[config.mk]
export PLATFORM = sky130hd
export DESIGN_NAME = i2c_slave_responder
export DESIGN_NICKNAME = d
export VERILOG_FILES = /design/src/rtl/i2c_pkg.sv /design/src/rtl/i2c_line_sync.sv /design/src/rtl/i2c_slave_responder.sv
export SDC_FILE = /design/constraint.sdc
export NUM_CORES = 1
export LEC_CHECK = 0
export ABC_AREA = 1
export BUFFER_PORTS_ARGS = -buffer_cell sky130_fd_sc_hd__buf_2
export CORE_ASPECT_RATIO = 1.1
export CORE_UTILIZATION = 29
export CTS_BUF_LIST = sky130_fd_sc_hd__clkbuf_4
export CTS_CLUSTER_DIAMETER = 80
export CTS_CLUSTER_SIZE = 24
export DETAILED_ROUTE_END_ITERATION = 10
export GPL_ROUTABILITY_DRIVEN = 0
export HOLD_SLACK_MARGIN = 0.15
export SLEW_MARGIN = 10
export SYNTH_ARGS = -nofsm -noshare
export SYNTH_HDL_FRONTEND = slang
export SYNTH_SLANG_ARGS = --single-unit
[constraint.sdc]
create_clock -name clk -period 1.4 [get_ports clk]
set_input_delay 0.07 -clock clk [delete_from_list [all_inputs] [get_ports clk]]
set_output_delay 0.07 -clock clk [all_outputs]
set_load 0.005 [all_outputs]
[src/rtl/i2c_pkg.sv]
// Shared I2C definitions: responder state encoding, bus constants and the
// address-compare helper used by the responder and master sides.
package i2c_pkg;

    localparam logic [2:0] IDLE      = 3'd0;
    localparam logic [2:0] ADDR      = 3'd1;
    localparam logic [2:0] ADDR_ACK  = 3'd2;
    localparam logic [2:0] WR_DATA   = 3'd3;
    localparam logic [2:0] WR_ACK    = 3'd4;
    localparam logic [2:0] RD_DATA   = 3'd5;
    localparam logic [2:0] RD_ACK    = 3'd6;
    localparam logic [2:0] WAIT_STOP = 3'd7;

    localparam logic I2C_ACK       = 1'b0;
    localparam logic I2C_NACK      = 1'b1;
    localparam int   I2C_BYTE_BITS = 8;

    // Address byte is {addr[6:0], rw}; only the upper seven bits identify the target.
    function automatic logic addr_hit(input logic [7:0] addr_byte, input logic [6:0] own_addr);
        return addr_byte[7:1] == own_addr;
    endfunction

endpackage

[src/rtl/i2c_line_sync.sv]
// SCL/SDA input synchroniser with edge flags and START/STOP detection;
// shared by the responder and the master side of the bus.
module i2c_line_sync #(
    parameter int SYNC_STAGES = 2
) (
    input  logic clk,
    input  logic rst_n,
    input  logic scl_in,
    input  logic sda_in,
    output logic sda_s,
    output logic scl_rise,
    output logic scl_fall,
    output logic start_det,
    output logic stop_det
);

    logic [SYNC_STAGES-1:0] scl_ff;
    logic [SYNC_STAGES-1:0] sda_ff;
    logic                   scl_s;
    logic                   scl_d;
    logic                   sda_d;

    // NOTE: sync flops preset to 1 (idle bus level) so leaving reset cannot fake a START or STOP.
    always_ff @(posedge clk) begin
        if (!rst_n) begin
            scl_ff <= '1;
            sda_ff <= '1;
            scl_d  <= 1'b1;
            sda_d  <= 1'b1;
        end else begin
            scl_ff <= {scl_ff[SYNC_STAGES-2:0], scl_in};
            sda_ff <= {sda_ff[SYNC_STAGES-2:0], sda_in};
            scl_d  <= scl_s;
            sda_d  <= sda_s;
        end
    end

    assign scl_s     = scl_ff[SYNC_STAGES-1];
    assign sda_s     = sda_ff[SYNC_STAGES-1];
    assign scl_rise  =  scl_s & ~scl_d;
    assign scl_fall  = ~scl_s &  scl_d;
    // SCL must be high on both samples so an SDA edge racing an SCL edge is not a bus condition.
    assign start_det = scl_s & scl_d &  sda_d & ~sda_s;
    assign stop_det  = scl_s & scl_d & ~sda_d &  sda_s;

endmodule

[src/rtl/i2c_slave_responder.sv]
// I2C target (responder): address match, ACK generation and byte transfer in both directions.
// Optional macro I2C_GENERAL_CALL_EN adds general-call (8'h00 write) support and a gcall output.
module i2c_slave_responder
    import i2c_pkg::*;
#(
    parameter logic [6:0] SLAVE_ADDR  = 7'h50,
    parameter int         SYNC_STAGES = 2
) (
    input  logic       clk,
    input  logic       rst_n,
    input  logic       scl_in,
    input  logic       sda_in,
    output logic       sda_oe,
    output logic [7:0] rx_data,
    output logic       rx_valid,
    input  logic [7:0] tx_data,
    output logic       tx_req,
    output logic       rw,
    output logic       busy,
    output logic       stop_det
`ifdef I2C_GENERAL_CALL_EN
    ,
    output logic       gcall
`endif
);

    localparam logic [2:0] LAST_BIT = 3'(I2C_BYTE_BITS - 1);

    logic       sda_s, scl_rise, scl_fall, bus_start, bus_stop;
    logic [2:0] state;
    logic [2:0] bit_cnt;
    logic [7:0] shreg;
    logic       got_byte;
    logic       addr_ok;

    i2c_line_sync #(.SYNC_STAGES(SYNC_STAGES)) u_line_sync (
        .clk       (clk),
        .rst_n     (rst_n),
        .scl_in    (scl_in),
        .sda_in    (sda_in),
        .sda_s     (sda_s),
        .scl_rise  (scl_rise),
        .scl_fall  (scl_fall),
        .start_det (bus_start),
        .stop_det  (bus_stop)
    );

`ifdef I2C_GENERAL_CALL_EN
    logic gcall_match;
    assign gcall_match = (shreg == 8'h00);
    assign addr_ok     = addr_hit(shreg, SLAVE_ADDR) | gcall_match;

    always_ff @(posedge clk) begin
        if (!rst_n || bus_start || bus_stop)
            gcall <= 1'b0;
        else if (state == ADDR && scl_fall && got_byte)
            gcall <= gcall_match;
    end
`else
    assign addr_ok = addr_hit(shreg, SLAVE_ADDR);
`endif

    // NOTE: every register here uses <= so all branches see the pre-edge state.
    always_ff @(posedge clk) begin
        if (!rst_n) begin
            state    <= IDLE;
            bit_cnt  <= '0;
            shreg    <= '0;
            got_byte <= 1'b0;
            sda_oe   <= 1'b0;
            rx_data  <= '0;
            rx_valid <= 1'b0;
            tx_req   <= 1'b0;
            rw       <= 1'b0;
            busy     <= 1'b0;
            stop_det <= 1'b0;
        end else begin
            rx_valid <= 1'b0;
            tx_req   <= 1'b0;
            stop_det <= 1'b0;
            if (bus_stop) begin
                state    <= IDLE;
                sda_oe   <= 1'b0;
                busy     <= 1'b0;
                stop_det <= 1'b1;
            end else if (bus_start) begin
                state    <= ADDR;
                bit_cnt  <= '0;
                got_byte <= 1'b0;
                sda_oe   <= 1'b0;
            end else begin
                case (state)
                    ADDR: begin
                        if (scl_rise) begin
                            shreg   <= {shreg[6:0], sda_s};
                            bit_cnt <= bit_cnt + 3'd1;
                            if (bit_cnt == LAST_BIT) begin
                                got_byte <= 1'b1;
                                rw       <= sda_s;
                            end
                        end else if (scl_fall && got_byte) begin
                            got_byte <= 1'b0;
                            if (addr_ok) begin
                                state  <= ADDR_ACK;
                                sda_oe <= 1'b1;
                                busy   <= 1'b1;
                            end else begin
                                state  <= WAIT_STOP;
                                sda_oe <= 1'b0;
                                busy   <= 1'b0;
                            end
                        end
                    end
                    ADDR_ACK: begin
                        if (scl_rise && rw) begin
                            tx_req <= 1'b1;
                        end else if (scl_fall) begin
                            bit_cnt <= '0;
                            if (rw) begin
                                shreg  <= tx_data;
                                sda_oe <= ~tx_data[7];
                                state  <= RD_DATA;
                            end else begin
                                sda_oe <= 1'b0;
                                state  <= WR_DATA;
                            end
                        end
                    end
                    WR_DATA: begin
                        if (scl_rise) begin
                            shreg   <= {shreg[6:0], sda_s};
                            bit_cnt <= bit_cnt + 3'd1;
                            if (bit_cnt == LAST_BIT) begin
                                rx_data  <= {shreg[6:0], sda_s};
                                rx_valid <= 1'b1;
                                got_byte <= 1'b1;
                            end
                        end else if (scl_fall && got_byte) begin
                            got_byte <= 1'b0;
                            sda_oe   <= 1'b1;
                            state    <= WR_ACK;
                        end
                    end
                    WR_ACK: begin
                        if (scl_fall) begin
                            sda_oe  <= 1'b0;
                            bit_cnt <= '0;
                            state   <= WR_DATA;
                        end
                    end
                    RD_DATA: begin
                        if (scl_fall) begin
                            if (bit_cnt == LAST_BIT) begin
                                sda_oe  <= 1'b0;
                                bit_cnt <= '0;
                                state   <= RD_ACK;
                            end else begin
                                shreg   <= {shreg[6:0], 1'b0};
                                sda_oe  <= ~shreg[6];
                                bit_cnt <= bit_cnt + 3'd1;
                            end
                        end
                    end
                    RD_ACK: begin
                        if (scl_rise) begin
                            if (sda_s == I2C_ACK) begin
                                tx_req <= 1'b1;
                            end else begin
                                state <= WAIT_STOP;
                                busy  <= 1'b0;
                            end
                        end else if (scl_fall) begin
                            shreg   <= tx_data;
                            sda_oe  <= ~tx_data[7];
                            bit_cnt <= '0;
                            state   <= RD_DATA;
                        end
                    end
                    default: sda_oe <= 1'b0;
                endcase
            end
        end
    end

endmodule
==> results of run 1 <==
layer usage:
layer | routed length, um | GRT usage | share of wire | up-vias
met3 | 278 | 0.0344 | 0.046 | 21
met5 | 0 | 0 | 0 | -
met2 | 2840 | 0.295 | 0.47 | 64
met1 | 2720 | 0.223 | 0.45 | 991
met4 | 229 | 0.0893 | 0.038 | 0
li1 | - | - | - | 1148
state kept, by name, indices dropped and copies added, names as in the netlist:
name and count:
u_line_sync.sda_d 1, tx_req 1, rx_valid 1, u_line_sync.sda_ff 2, rw 1, got_byte 1
shreg 8, u_line_sync.scl_d 1, rx_data 8, stop_det 1, state 3, u_line_sync.scl_ff 2
bit_cnt 3, busy 1, sda_oe 1
path summary, 6_finish.rpt:
| kind | to | slack [ns] |
|---|---|---|
| worst min register to register | u_line_sync.scl_ff[1] | 0.43 |
| worst max register to register | rx_data[2] | -0.21 |
| worst max-delay path | rx_data[2] | -0.21 |
| worst min-delay path | shreg[1] | 0.15 |
kinds of logic (layout without fill, tap and decap cells):
group,after synthesis,count (layout),synth area share
AO/OA/AOI/OAI,45,45,0.127
flip-flops,35,35,0.359
adder cells (fa/ha/maj),5,5,0.0320
buffers and inverters,31,132,0.0807
AND/OR/NAND/NOR,172,172,0.402
power groups by stage:
stage	Combinational, mW	Clock, mW	Sequential (mW)
2_1_floorplan	1.41	0	1.26
5_1_grt	2.67	0.661	1.33
4_1_cts	2.24	0.610	1.30
6_report	2.40	0.593	1.32
3_5_place_dp	2.15	0	1.30
3_3_place_gp	2.13	0	1.29
area by class of cell:
class | count | area (um2) | share of cell area
clock buffer | 6 | 45.0 | 0.0145
clock inverter | 2 | 12.5 | 0.00404
inverter | 22 | 100 | 0.0323
multi-input combinational | 222 | 1340 | 0.433
sequential | 35 | 718 | 0.232
tap | 82 | 103 | 0.0331
timing repair buffer | 101 | 771 | 0.249
timing repair inverter | 1 | 7.51 | 0.00242
critical path: stages, from the launching register on:
cell and delay (ns):
dfxtp_4 0.39, ha_4 0.18, inv_2 0.06, nor3_4 0.03, buf_6 0.14, nor3_4 0.25
nand2_4 0.15, inv_6 0.11, buf_12 0.10, o21ai_2 0.04, a21oi_1 0.10
through the flow:
stage / hold slack (ns) / utilization / setup slack [ns] / area (um2) / setup TNS [ns]
after floorplan: 0.177 / - / -0.0465 / 2040 / -0.552
after global placement: 0.256 / 0.401 / -0.176 / 2630 / -3.26
after detailed placement: 0.263 / 0.401 / -0.204 / 2630 / -4.03
after CTS: 0.150 / 0.443 / -0.151 / 2910 / -2.61
after global routing: 0.193 / 0.473 / -0.292 / 3100 / -6.26
final: 0.148 / 0.473 / -0.210 / 3100 / -4.02
synth_stat cells:
cell	count
nor2_4	1
nand4_1	4
o2111ai_1	1
nand3_2	3
o21ai_2	3
o21ai_1	1
nand2_1	66
nand3_1	21
buf_6	4
inv_2	3
dfxtp_1	35
nor2_2	2
inv_1	18
a21oi_1	21
nor3_2	2
o211ai_1	1
or2_1	1
o21ai_0	15
or2_2	4
nand2_2	5
a211oi_1	1
a31oi_1	1
buf_4	2
clkinv_1	1
o22ai_1	1
nor2_1	51
nand3b_1	8
nor3_1	4
ha_1	5
buf_2	3
timing repair:
item | CTS | global route
buffers inserted | 3 | 10
endpoints found under the setup margin | 28 | 30
endpoints found under the hold margin | 11 | 0
resized for setup | 33 | 40
gates cloned | 1 | 0
pin swaps | 11 | 21
hold buffers | 8 | 0
==> Implementation_results.wiki, run 1 <==
{| class="wikitable"
! Metric !! Value
|-
| Outcome || finished, violations left
|-
| Failing checks || negative setup slack
|-
| Internal power component || roughly 2.5 mW
|-
| Top-area cell type share of the netlist area || 0.359
|-
| Effective utilization at floorplan || 0.298
|-
| Netlist area before placement || 1950 um2
|-
| Data arrival time of the worst path || 1.91 ns
|-
| Most area-hungry cell type in the Yosys netlist || dfxtp_1
|-
| Cell Count Post-Placement || approximately 440
|-
| CTS H-tree lvls || 2
|-
| Maximum achievable frequency || 621 MHz
|-
| Die extent in y || 88.1 um
|-
| Number of buffers created by CTS || 5
|-
| WL final || 6070 um
|-
| Pwr Density || roughly 1400 nW/um2
|-
| Portion of total power attributed to combinational logic || 0.557
|-
| Number of filler cells placed in the layout || around 630
|-
| Post-route fraction of the period consumed by the critical path || 1.15
|-
| Die Wd || between 80 and 90 um
|-
| Leftover overflow at the end of global routing || 0
|-
| Worst path setup slack after routing || -0.210 ns
|-
| Number of distinct library cell variants in the gate-level netlist after synthesis || 30
|-
| Mean instance size in the synthesized netlist || ~6.8 um2
|-
| Commonest cells after routing, fill and taps aside || buf_4, nand2_1, nor2_1, dfxtp_1, buf_2
|-
| Worst IR Drop VDD || approximately 0.57 mV
|-
| Final hold violation count || 0
|-
| Power share of the sequential group || 0.305
|-
| Synthesis-stage register bit count || 35
|-
| Transition at the pin with the smallest max-transition slack || 0.368 ns
|-
| Core Rows || 31
|-
| Cell chosen for the clock root || clkbuf_4
|-
| Count of non-filler cells in the finished layout || 471
|-
| Placeable Area || 6560 um2
|-
| Vias in the first global route || 2064
|-
| Final-report setup violation count || 27
|-
| Pin count of the biggest net entering global routing || 23
|-
| Instance count of the mapped netlist || 288
|-
| Overall power of the completed layout || between 4 and 5 mW
|-
| Type of origin of the critical path || flop
|-
| Most common cell after layout, fill and taps aside || buf_4
|-
| Lkg Pwr || roughly 1.5 nW
|-
| Final Critical Period || about 1.6 ns
|-
| Number of pins with negative max-slew slack in the final report || 0
|-
| Number of nets with antenna violations after routing || 0
|-
| Clk buf depth || 2
|-
| Die area || approximately 7100 um2
|-
| Beginning of the worst hold path || tx_data[1]
|-
| Antenna violations before repair || 0
|-
| I/O pin count || 26
|-
| HPWL after DPL || 4250 um
|-
| Launching point of the worst reg2reg path || u_line_sync.scl_ff[1]
|-
| Rel. slew slack || 0.754
|-
| Count of cells along the worst hold path || 6
|-
| Antenna fix cells || 0
|-
| Setup crit end kind || flop
|-
| Tightest Hold Check Type || in -> reg
|-
| Logic depth of the worst register-to-register path || 10
|-
| Main area contributors after synthesis || dfxtp_1, nand2_1, nor2_1, a21oi_1, nand3_1
|-
| Number of warning messages in the yosys log || 0
|-
| Via count || about 2200
|-
| CTS tree || built
|-
| Maximum capacitance violations || 0
|-
| Clock power share || 0.137
|-
| Crit Path Class || reg -> reg
|-
| Endpoint required time on the critical path || 1.70 ns
|-
| Fin Clk Skew || around 0.0084 ns
|-
| Share of final-layout standard cells stronger than drive strength 1 || 0.458
|-
| First-pass GRT wire length || about 9600 um
|-
| Maximum fanout encountered on the critical timing path || 8
|-
| Port Buffers || 25
|-
| Fraction of power spent switching nets || 0.423
|-
| Seq/Total Area, Yosys || 0.359
|-
| Clock latency reported for the late side of the worst-skew pair || 0.36 ns
|-
| Via density || approximately 4.7
|-
| Launching element of the worst setup path || u_line_sync.scl_ff[1]
|-
| Number of remaining DRC errors || 0
|-
| Number of sinks driven by the clock tree || 35
|-
| Syn Nets || just over 300
|-
| Violation count after the first detailed-route iteration || a little over 90
|-
| Layout overhead on the synthesized area || 58.6%
|-
| Setup repair after global routing missed its margin || yes
|-
| All-Layer GR Usage || 0.179
|-
| Net load switching power || between 1.5 and 2 mW
|-
| Wire length per cell || 12.9 um
|-
| Clock transition at the register clock pins on the worst setup and hold paths after CTS || approximately 0.12 ns
|-
| Total iterations of the first detailed-routing run || 4
|-
| Final layout net count || between 400 and 500
|}
Power figures use the tool's default switching activity.
==> inputs of run 2 (changes only) <==
- RECOVER_POWER: unset -> 25
==> run 2 against run 1 <==
Effect of this change: the run still ends with negative setup slack left; total power about the same; clock skew about the same; critical endpoint unchanged; clock-buffer cell count is the same; design area stayed put; register-to-register slack about the same.
==> Implementation_results.wiki, run 2 (synthesis results as in run 1) <==
{| class="wikitable"
! Metric !! Value
|-
| Lkg Pwr || about 1.5 nW
|-
| Leftover overflow at the end of global routing || 0
|-
| Outcome || finished, violations left
|-
| Number of nets with antenna violations after routing || 0
|-
| Via count || ~2200
|-
| Failing checks || negative setup slack
|-
| Final-report setup violation count || 28
|-
| Worst path setup slack after routing || -0.210 ns
|-
| WHS || between 0.1 and 0.15 ns
|-
| Worst IR Drop VDD || roughly 0.57 mV
|-
| Final Critical Period || between 1.5 and 2 ns
|-
| Pin count of the biggest net entering global routing || 23
|-
| Setup crit end kind || flop
|-
| All-Layer GR Usage || 0.179
|-
| Type of origin of the critical path || flop
|-
| Largest regs || rx_data x8, shreg x8
|-
| Final layout net count || between 400 and 500
|-
| Core Rows || 31
|-
| Post-placement setup slack || -0.204 ns
|-
| Die Wd || around 80 um
|-
| Violation count after the first detailed-route iteration || between 90 and 100
|-
| WL final || 6060 um
|-
| CTS H-tree lvls || 2
|-
| Die area || roughly 7100 um2
|-
| First-pass GRT wire length || about 9600 um
|-
| Layout overhead on the synthesized area || 58.6%
|-
| Crit Path Class || reg -> reg
|-
| Setup repair after global routing missed its margin || yes
|-
| Clock transition at the register clock pins on the worst setup and hold paths after CTS || 0.12 ns
|-
| Cell Count Post-Placement || around 440
|-
| Final hold violation count || 0
|-
| Antenna violations before repair || 0
|-
| HPWL after DPL || about 4200 um
|-
| Antenna fix cells || 0
|-
| Number of remaining DRC errors || 0
|-
| Die extent in y || between 80 and 90 um
|-
| Number of pins with negative max-slew slack in the final report || 0
|-
| Pwr Density || ~1400 nW/um2
|-
| Port Buffers || 25
|-
| Number of buffers created by CTS || 5
|-
| Number of sinks driven by the clock tree || 35
|-
| Endpoint required time on the critical path || 1.70 ns
|-
| CTS tree || built
|-
| Wire length per cell || 12.9 um
|-
| Data arrival time of the worst path || about 1.9 ns
|-
| Rel. slew slack || 0.754
|-
| Tightest Hold Check Type || in -> reg
|-
| Via density || between 4 and 5
|-
| Placeable Area || approximately 6600 um2
|-
| Maximum capacitance violations || 0
|-
| Vias in the first global route || 2064
|-
| Post-route fraction of the period consumed by the critical path || 1.15
|-
| Transition at the pin with the smallest max-transition slack || around 0.37 ns
|-
| Commonest cells after routing, fill and taps aside || buf_4, nand2_1, nor2_1, dfxtp_1, buf_2
|-
| Fin Clk Skew || between 0.008 and 0.009 ns
|-
| Effective utilization at floorplan || 0.298
|-
| Count of non-filler cells in the finished layout || 471
|-
| Share of final-layout standard cells stronger than drive strength 1 || 0.455
|-
| Total iterations of the first detailed-routing run || 4
|-
| Cell chosen for the clock root || clkbuf_4
|-
| Clock latency reported for the late side of the worst-skew pair || 0.36 ns
|-
| Most common cell after layout, fill and taps aside || buf_4
|-
| Clk buf depth || 2
|-
| I/O pin count || 26
|-
| Maximum fanout encountered on the critical timing path || 8
|-
| Maximum achievable frequency || between 600 and 700 MHz
|}
[run 2: through the flow]
stage / setup TNS, ns / util / cell area, um2 / total power, mW
floorplan: -0.552 / - / 2040 / 2.67
global placement: -3.26 / 0.401 / 2630 / 3.43
detailed placement: -4.03 / 0.401 / 2630 / 3.45
CTS: -2.61 / 0.443 / 2910 / 4.14
global route: -6.27 / 0.473 / 3100 / 4.66
finish: -4.03 / 0.473 / 3100 / 4.32
[run 2: critical path: stages (launching register included)]
cell,delay (ns)
dfxtp_4,0.39
ha_4,0.18
inv_2,0.06
nor3_4,0.03
buf_6,0.14
nor3_4,0.25
nand2_4,0.15
inv_6,0.11
buf_12,0.10
o21ai_2,0.04
a21oi_1,0.10
[run 2: timing repair]
item / CTS / global route
hold buffers: 8 / 0
endpoints found under the hold margin: 11 / 0
endpoints found under the setup margin: 28 / 30
gates resized for setup: 33 / 40
cloned: 1 / 0
buffers inserted: 3 / 10
pin swaps: 11 / 21
[run 2: area by class of cell]
type	instances	area, um2
Fill cell	634	3460
Multi-Input combinational cell	222	1340
Timing Repair Buffer	101	771
Sequential cell	35	718
Tap cell	82	103
Inverter	22	100
Clock buffer	6	45.0
Clock inverter	2	12.5
Timing Repair inverter	1	7.51
[run 2: power by group]
part           internal, mW  switching [mW]  leakage [nW]
Combinational          1.12            1.28          1.15
Clock                 0.213           0.381        0.0317
Sequential             1.15           0.163         0.288
[run 2: routing by layer]
layer	wire (um)	up-vias	share of wire	global-route usage
li1	-	1148	-	-
met1	2710	987	0.45	0.223
met2	2850	58	0.47	0.295
met3	276	21	0.046	0.0344
met4	223	0	0.037	0.0893
met5	0	-	0	0
[run 2: final timing paths]
check,startpoint,endpoint,slack (ns),cells after the start
max,u_line_sync.scl_ff[1],rx_data[2],-0.21,10
min,tx_data[1],shreg[1],0.15,6
max reg2reg,u_line_sync.scl_ff[1],rx_data[2],-0.21,10
min reg2reg,u_line_sync.scl_ff[0],u_line_sync.scl_ff[1],0.43,1
==> inputs of run 3 (changes only) <==
- clock period: 1.4 -> 2 ns (I/O delays scaled with it)
==> run 3 against run 2 <==
Effect of this change: the run now ends clean; via count decreased by 11%; total power fell by 40%; critical path type unchanged; largest cell class unchanged; critical endpoint is now bit_cnt[0]; die area unchanged.
==> Implementation_results.wiki, run 3 (synthesis results as in run 1) <==
{| class="wikitable"
! Metric !! Value
|-
| Outcome || complete, no violations
|-
| Final hold violation count || 0
|-
| HPWL after DPL || between 3000 and 4000 um
|-
| Number of filler cells placed in the layout || about 720
|-
| Share of final-layout standard cells stronger than drive strength 1 || 0.183
|-
| Fin Clk Skew || about 0.0085 ns
|-
| Port Buffers || 25
|-
| Launching element of the worst setup path || state[1]
|-
| Termination of the worst setup path || bit_cnt[0]
|-
| Number of remaining DRC errors || 0
|-
| Worst R2R Setup Slack || ~0.18 ns
|-
| Type of origin of the critical path || flop
|-
| Pwr Density || between 1000 and 1500 nW/um2
|-
| Post-Route Setup TNS || 0 ns
|-
| I/O pin count || 26
|-
| Die Wd || between 80 and 90 um
|-
| All-Layer GR Usage || 0.162
|-
| Crit Path Class || reg -> reg
|-
| Placeable Area || between 6000 and 7000 um2
|-
| Die area || between 7000 and 8000 um2
|-
| Number of pins with negative max-slew slack in the final report || 0
|-
| Clock transition at the register clock pins on the worst setup and hold paths after CTS || 0.12 ns
|-
| Leftover overflow at the end of global routing || 0
|-
| Logic depth of the worst register-to-register path || 7
|-
| Internal power component || 1.48 mW
|-
| Tightest Hold Check Type || in -> reg
|-
| Clock power share || 0.209
|-
| Pin count of the biggest net entering global routing || 23
|-
| Slowest cell on the critical path || dfxtp_1
|-
| Launching point of the worst reg2reg path || state[1]
|-
| Cell chosen for the clock root || clkbuf_4
|-
| Final Critical Period || 1.82 ns
|-
| Layout overhead on the synthesized area || 16.8%
|-
| Power share of the sequential group || 0.342
|-
| Vias in the first global route || 1796
|-
| Lkg Pwr || about 1.1 nW
|-
| CTS tree || built
|-
| Via density || 4.87
|-
| Wire length per cell || ~13 um
|-
| Rel. slew slack || 0.678
|-
| First-pass GRT wire length || approximately 8700 um
|-
| Number of nets with antenna violations after routing || 0
|-
| Clock latency reported for the late side of the worst-skew pair || 0.36 ns
|-
| Cells traversed along the worst timing path || inv_2 > nor2_4 > nand2_2 > o22ai_1 > o21ai_1 > a21oi_1 > nor2_1
|-
| Total number of cells along the worst setup path || 7
|-
| Endpoint required time on the critical path || roughly 2.3 ns
|-
| Post-route fraction of the period consumed by the critical path || 0.911
|-
| Effective utilization at floorplan || 0.298
|-
| Commonest cells after routing, fill and taps aside || nand2_1, nor2_1, dfxtp_1, nand3_1, a21oi_1
|-
| Violation count after the first detailed-route iteration || around 250
|-
| Most common cell after layout, fill and taps aside || nand2_1
|-
| Antenna violations before repair || 0
|-
| WL final || just over 5000 um
|-
| Worst reg2reg path endpoint || bit_cnt[0]
|-
| Number of buffers created by CTS || 5
|-
| Setup crit end kind || flop
|-
| Maximum capacitance violations || 0
|-
| Fraction of power spent switching nets || 0.432
|-
| Via count || 1969
|-
| Data arrival time of the worst path || roughly 2.1 ns
|-
| Final layout net count || around 340
|-
| Antenna fix cells || 0
|-
| Number of sinks driven by the clock tree || 35
|-
| Portion of total power attributed to combinational logic || 0.449
|-
| Maximum achievable frequency || approximately 550 MHz
|-
| Setup repair after global routing missed its margin || no
|-
| CTS H-tree lvls || 2
|-
| Maximum fanout encountered on the critical timing path || 7
|-
| Total iterations of the first detailed-routing run || 5
|-
| Crit-path leading delay family || compound AO/OA/AOI/OAI gates
|-
| Final-report setup violation count || 0
|-
| Net load switching power || about 1.1 mW
|-
| Transition at the pin with the smallest max-transition slack || about 0.48 ns
|-
| Worst IR Drop VDD || approximately 0.38 mV
|-
| Overall power of the completed layout || about 2.6 mW
|-
| Largest regs || rx_data x8, shreg x8
|-
| Worst stage delay on the critical path || between 0.5 and 0.6 ns
|-
| Core Rows || 31
|-
| Worst Path Buf+Inv || 1
|-
| Die extent in y || about 90 um
|-
| Clk buf depth || 2
|}
[run 3: cell types whose count changed in the layout (fill, tap and decap cells not counted), moves of 6 or more]
| cell | previous run | this run |
|---|---|---|
| nor2_2 | 10 | 0 |
| nand2_1 | 60 | 66 |
| a21oi_1 | 13 | 21 |
| inv_1 | 10 | 18 |
| nor2_1 | 38 | 51 |
| o21ai_0 | 8 | 15 |
| a21oi_2 | 8 | 0 |
| buf_4 | 61 | 7 |
[run 3: worst min-delay path, stage by stage]
cell     delay [ns]
buf_2          0.09
nor2_1         0.04
nor2_1         0.09
nand3_1        0.07
nand2_1        0.06
a21oi_1        0.05
[run 3: layout make-up]
type / instances / area (um2) / share of cell area
Inverter: 22 / 82.6 / 0.0362
Timing Repair Buffer: 35 / 201 / 0.0882
Tap cell: 82 / 103 / 0.0449
Multi-Input combinational cell: 222 / 1110 / 0.488
Sequential cell: 35 / 702 / 0.307
Clock buffer: 5 / 37.5 / 0.0164
Clock inverter: 3 / 42.5 / 0.0186
[run 3: per-stage QoR]
stage	std cells	setup WS (ns)	hold slack, ns	utilization	instance area [um2]
CTS	404	0.102	0.185	0.346	2270
global route	404	0.0364	0.229	0.348	2280
detailed placement	393	0.119	0.290	0.329	2160
floorplan	288	0.431	0.207	-	1950
global placement	393	0.181	0.290	0.329	2160
finish	404	0.178	0.181	0.348	2280
[run 3: power groups by stage]
| stage | combinational, mW | clock [mW] | sequential (mW) |
|---|---|---|---|
| 6_report | 1.17 | 0.543 | 0.890 |
| 3_3_place_gp | 1.11 | 0 | 0.902 |
| 3_5_place_dp | 1.12 | 0 | 0.904 |
| 4_1_cts | 1.13 | 0.550 | 0.889 |
| 2_1_floorplan | 0.937 | 0 | 0.870 |
| 5_1_grt | 1.33 | 0.578 | 0.908 |
[run 3: routing by layer]
| metal | global-route usage | vias up | part of all wire |
|---|---|---|---|
| met3 | 0.0448 | 17 | 0.061 |
| met4 | 0.0893 | 0 | 0.027 |
| met2 | 0.251 | 80 | 0.46 |
| li1 | - | 1004 | - |
| met1 | 0.202 | 868 | 0.45 |
| met5 | 0 | - | 0 |
[run 3: worst min-delay path by stage]
stage	depth (start not counted)	to	from	slack, ns
floorplan	1	u_line_sync.scl_ff[0]	scl_in	0.21
global placement	2	u_line_sync.scl_ff[0]	scl_in	0.29
detailed placement	2	u_line_sync.scl_ff[0]	scl_in	0.29
CTS	6	shreg[2]	tx_data[2]	0.19
global route	6	shreg[4]	tx_data[4]	0.23
finish	6	sda_oe	tx_data[7]	0.18
[run 3: what timing repair did]
action / 4_1_cts / 5_1_grt
endpoints found under the hold margin: 5 / 0
gates resized for setup: 0 / 5
hold buffers: 3 / 0
setup buffers: 0 / 0
endpoints found under the setup margin: 0 / 15
